$ cat src/rtl/imem_fetch_unit.sv
// Instruction fetch front end: owns the fetch PC, reads Imem combinationally and
// buffers {pc, instruction} pairs in a prefetch FIFO with a valid/ready output.
module imem_fetch_unit #(
   parameter logic [31:0] RESET_PC = 32'h0000_0000,
   parameter int          DEPTH    = 4
) (
   input  logic                       i_clk,
   input  logic                       i_rst_n,
   input  logic                       i_fetch_en,
   output logic [31:0]                o_imem_addr,
   input  logic [31:0]                i_imem_rd,
   input  logic                       i_redirect_valid,
   input  logic [31:0]                i_redirect_pc,
   output logic                       o_instr_valid,
   input  logic                       i_instr_ready,
   output logic [31:0]                o_instr,
   output logic [31:0]                o_instr_pc,
   output logic [$clog2(DEPTH):0]     o_count
);

   localparam int PW = $clog2(DEPTH);
   localparam int CW = PW + 1;
   localparam logic [31:0] NOP = 32'h0000_0013;

   logic [31:0]   r_fetch_pc;
   logic [PW-1:0] r_wr_ptr;
   logic [PW-1:0] r_rd_ptr;
   logic [CW-1:0] r_count;
   logic [31:0]   r_mem_pc    [DEPTH];
   logic [31:0]   r_mem_instr [DEPTH];

   logic w_not_empty;
   logic w_pop;
   logic w_push;

   assign w_not_empty = (r_count != {CW{1'b0}});
   assign w_pop       = w_not_empty & i_instr_ready;
   // A full buffer still accepts a word when the head leaves on the same edge.
   assign w_push      = i_fetch_en & ((r_count < CW'(DEPTH)) | w_pop);

   // Fetch PC, FIFO storage, pointers and occupancy.
   always_ff @(posedge i_clk or negedge i_rst_n) begin
      if (!i_rst_n) begin
         r_fetch_pc <= RESET_PC;
         r_wr_ptr   <= {PW{1'b0}};
         r_rd_ptr   <= {PW{1'b0}};
         r_count    <= {CW{1'b0}};
         for (int i = 0; i < DEPTH; i++) begin
            r_mem_pc[i]    <= 32'h0000_0000;
            r_mem_instr[i] <= 32'h0000_0000;
         end
      end else if (i_redirect_valid) begin
         r_fetch_pc <= {i_redirect_pc[31:2], 2'b00};
         r_wr_ptr   <= {PW{1'b0}};
         r_rd_ptr   <= {PW{1'b0}};
         r_count    <= {CW{1'b0}};
      end else begin
         if (w_push) begin
            r_mem_pc[r_wr_ptr]    <= r_fetch_pc;
            r_mem_instr[r_wr_ptr] <= i_imem_rd;
            r_wr_ptr              <= r_wr_ptr + PW'(1);
            r_fetch_pc            <= r_fetch_pc + 32'd4;
         end
         if (w_pop) begin
            r_rd_ptr <= r_rd_ptr + PW'(1);
         end
         case ({w_push, w_pop})
            2'b10:   r_count <= r_count + CW'(1);
            2'b01:   r_count <= r_count - CW'(1);
            default: r_count <= r_count;
         endcase
      end
   end

   // Head presentation, driven only from stored state.
   always_comb begin
      o_instr    = NOP;
      o_instr_pc = 32'h0000_0000;
      if (w_not_empty) begin
         o_instr    = r_mem_instr[r_rd_ptr];
         o_instr_pc = r_mem_pc[r_rd_ptr];
      end else begin
         o_instr    = NOP;
         o_instr_pc = 32'h0000_0000;
      end
   end

   assign o_imem_addr   = r_fetch_pc;
   assign o_instr_valid = w_not_empty;
   assign o_count       = r_count;

endmodule
$ cat config.mk
export PLATFORM = sky130hd
export DESIGN_NAME = imem_fetch_unit
export DESIGN_NICKNAME = d
export VERILOG_FILES = /design/src/rtl/imem_fetch_unit.sv
export SDC_FILE = /design/constraint.sdc
export NUM_CORES = 1
export LEC_CHECK = 0
export ABC_AREA = 0
export CAP_MARGIN = 20
export CORE_MARGIN = 3
export CORE_UTILIZATION = 45
export CTS_CLUSTER_SIZE = 14
export DETAILED_ROUTE_END_ITERATION = 8
export PLACE_DENSITY_LB_ADDON = 0.1
export SLEW_MARGIN = 20
export SYNTH_ARGS = -nofsm -noshare
export SYNTH_HDL_FRONTEND = slang
export SYNTH_SLANG_ARGS = --single-unit
export TNS_END_PERCENT = 1
$ cat constraint.sdc
create_clock -name i_clk -period 3 [get_ports i_clk]
set_clock_uncertainty 0.1 [all_clocks]
set_input_delay 0.9 -clock i_clk [delete_from_list [all_inputs] [get_ports i_clk]]
set_output_delay 0.9 -clock i_clk [all_outputs]
set_load 0.1 [all_outputs]
==> results.md <==
* Status: complete, but fails checks
* Violated checks: negative setup slack
* Crit end category: output pin
* CTS Buf Count at 30
* Critical path peak fanout at 5
* # DRC at 0
* Fillers at 2289
* Commonest cells post-synth: dfrtp_1 (285), mux2_2 (241), mux4_2 (62)
* Post-DRT Antenna Nets at 0
* Initial Util at 45.81%
* Input/output buffers at 162
* Die Width at 177.4 µm
* F_max at 307.8 MHz
* Reg-to-reg startpoint: o_imem_addr[8]
* Fin. Hold Viols at 0
* Post-synthesis sequential area ratio at 53.95%
* Highest layer used for signal routing: met5
* Hold Path Class: input port to asynchronous set/reset pin
* Clk slew on worst S/H paths at 0.06 ns
* Ys Warns at 0
* Top FF cell, synth: dfrtp_1
* Critical Path RT at 2.00 ns
* Diode count at 0
* Final WS setup at -0.2492 ns
* Pins Over Slew Limit at 0
* CP startpoint: r_rd_ptr[0]
* Worst path arrival time at 2.25 ns
* Area of the mapped netlist at 13220 µm²
* Die area at 31470 µm²
* Total GRT Usage at 20.04%
* Vias in the first global route at 8825
* Drt total wl at 31160 µm
* Unrepaired setup endpoints after global routing: true
* Crit start category: flop
* RR Endpoint: o_imem_addr[23]
* Seq. cell area at 7143 µm²
* Cell taking the most area after synthesis: dfrtp_1
* Final Cell Area at 17720 µm²
* Utilization after layout at 61.40%
* Ranking of synthesized cells by area: dfrtp_1 (54%), mux2_2 (21%), mux4_2 (11%), and2_1 (2.8%), nand2_1 (1.6%)
* Gpl congestion at 0.7571
* Pin count of the biggest net entering global routing at 78
* Most common cell in the netlist: dfrtp_1
* Setup Viol. Count Final at 62
* Pwr per Cell Area at 912.1 nW/µm²
* Die height at 177.4 µm
* Worst-skew pair later-pin latency at 0.56 ns
* Core area at 28860 µm²
* Dpl cell area at 16210 µm²
* Slowest cell on the critical path: dfrtp_4
* Ys async rst share at 100.0%
* Max Buffers Root-to-Sink at 3
* CP max stage delay at 0.50 ns
* Library cells used by synthesis at 37
* Layout cells sized above 1 at 50.48%
* Sink Count at 285
* Max cap viols at 0
* CTS HTree Levels at 1
* CP Class: flop to output pin
* Crit path to: o_instr_pc[3]
* Synth-to-layout area growth at 34.02%
* Via-per-instance ratio at 5.385
* First-pass DRT Iterations at 4
* Net count, final at 1208
* Overflow after GRT at 0
* CTS tree: built
* Root buffer cell: clkbuf_16
* Syn_area_per_cell at 13.92 µm²
* Cell Rows at 62
* Max rail drop VDD at 0.5779 mV
* First-pass GRT wire length at 49460 µm
* CP Cell Sequence: buf_12 -> buf_6 -> buf_16 -> mux4_2 -> and2_4 -> buf_12
* Leak at 7.771 nW
* Gate count of the mapped netlist at 950
* Wl on met1 at 13560 µm
* Fin Setup TNS at -12.89 ns
* CP most frequent cell: buf_12
* FF-to-FF setup slack at 0.46 ns
* #FFs+latches synth at 285
* Total number of vias at 8298
* Post-DP HPWL at 20090 µm
* Met3 wire len at 1206 µm
* Fin crit share at 108.3%
* WL met2 at 15720 µm
* Iteration-0 DRC Markers at 321
* Detailed-route wire length per cell at 20.22 µm
* Top Ports at 169
* Initial antenna violation count at 1
* Worst reg-to-reg path cell count at 6
* Area of the multi-input gates at 5926 µm²
* Number of enable flip-flop cells after synthesis at 0
* Post-layout min period at 3.249 ns
* Post-synth top area share at 53.95%
cell type report:
class                      instances  area share, %
sequential                       285          40.32
multi-input combinational        585          33.44
timing repair buffer             222          17.21
clock buffer                      43          4.964
tap                              384          2.712
clock inverter                    13          1.165
inverter                           9         0.1907
per-layer routing:
| metal | global-route usage (%) | vias up |
|---|---|---|
| li1 | - | 3771 |
| met1 | 27.12 | 4320 |
| met2 | 34.33 | 164 |
| met3 | 3.017 | 41 |
| met4 | 4.614 | 2 |
| met5 | 0 | - |
flip-flops by register name, indices dropped and copies added, names as in the netlist:
signal       count
r_mem_instr    128
r_rd_ptr         2
r_mem_pc       120
r_wr_ptr         2
o_imem_addr     30
o_count          3
cell families after synthesis:
family | Yosys count | share of synthesized area (%)
compound gates | 49 | 1.969
other cells | 1 | 0.02837
simple gates | 190 | 7.420
mux | 305 | 31.24
buf+inv | 83 | 2.716
fa+ha+maj | 6 | 0.6247
xor+xnor | 31 | 2.054
flops | 285 | 53.95
cell usage in the layout, fill, tap and decap left out, types with 2 or more instances in the layout:
cell	netlist	routed
dfrtp_2	0	3
clkinv_2	0	5
nand4_1	8	8
nand2_4	0	4
and2_4	0	59
mux2i_1	2	2
conb_1	1	4
clkinvlp_4	0	2
inv_1	8	8
bufinv_16	0	5
clkdlybuf4s50_1	0	64
or2_4	0	3
ha_1	5	5
nand3_1	10	10
buf_16	0	4
a21oi_1	6	6
buf_6	0	3
buf_4	6	60
nor3_1	11	11
nor4_1	9	9
o21ai_0	38	38
nor2_1	21	21
clkbuf_1	46	5
mux4_2	62	62
mux2_2	241	241
xor2_1	10	10
nand2_1	58	54
or3_1	2	2
clkbuf_8	0	8
clkbuf_16	0	30
dfrtp_1	285	280
and4_1	5	5
buf_12	0	88
dfrtp_4	0	2
xnor2_1	21	21
through the flow:
stage	power [mW]	hold slack, ns	setup slack (ns)	instances
6_report	16.16	0.1414	-0.2492	1541
4_1_cts	16.32	0.1418	-0.2822	1541
3_5_place_dp	11.90	0.3693	-0.2569	1469
3_3_place_gp	11.77	0.3574	-0.1916	1469
5_1_grt	16.86	0.1516	-0.3121	1541
2_1_floorplan	9.815	0.3446	-0.1638	953
repair_timing:
action	in CTS	in global routing
cloned	5	0
setup buffers	12	0
hold buffers	0	0
resized for setup	60	1
setup endpoints to repair	62	62
report_power, final:
group	internal (mW)	switching, mW
sequential	5.03	0.633
combinational	3.06	3.44
clock	2.46	1.53
total	10.6	5.60
worst min-delay path by stage:
stage	from	slack [ns]	depth (start not counted)	endpoint
2_1_floorplan	r_mem_pc[42]	0.34	2	r_mem_pc[42]
3_5_place_dp	r_mem_pc[88]	0.37	2	r_mem_pc[88]
3_3_place_gp	r_mem_pc[42]	0.36	2	r_mem_pc[42]
6_report	i_rst_n	0.14	1	r_mem_instr[70]
5_1_grt	i_rst_n	0.15	1	r_mem_instr[37]
4_1_cts	i_rst_n	0.14	1	r_mem_instr[73]
critical path, delay by kind of cell (launching register included):
kind	cells	cell delay, ns
simple gates	1	0.18
flops	1	0.50
mux	1	0.43
buf+inv	4	0.58
Note: power is estimated with default switching activity, not from simulation.
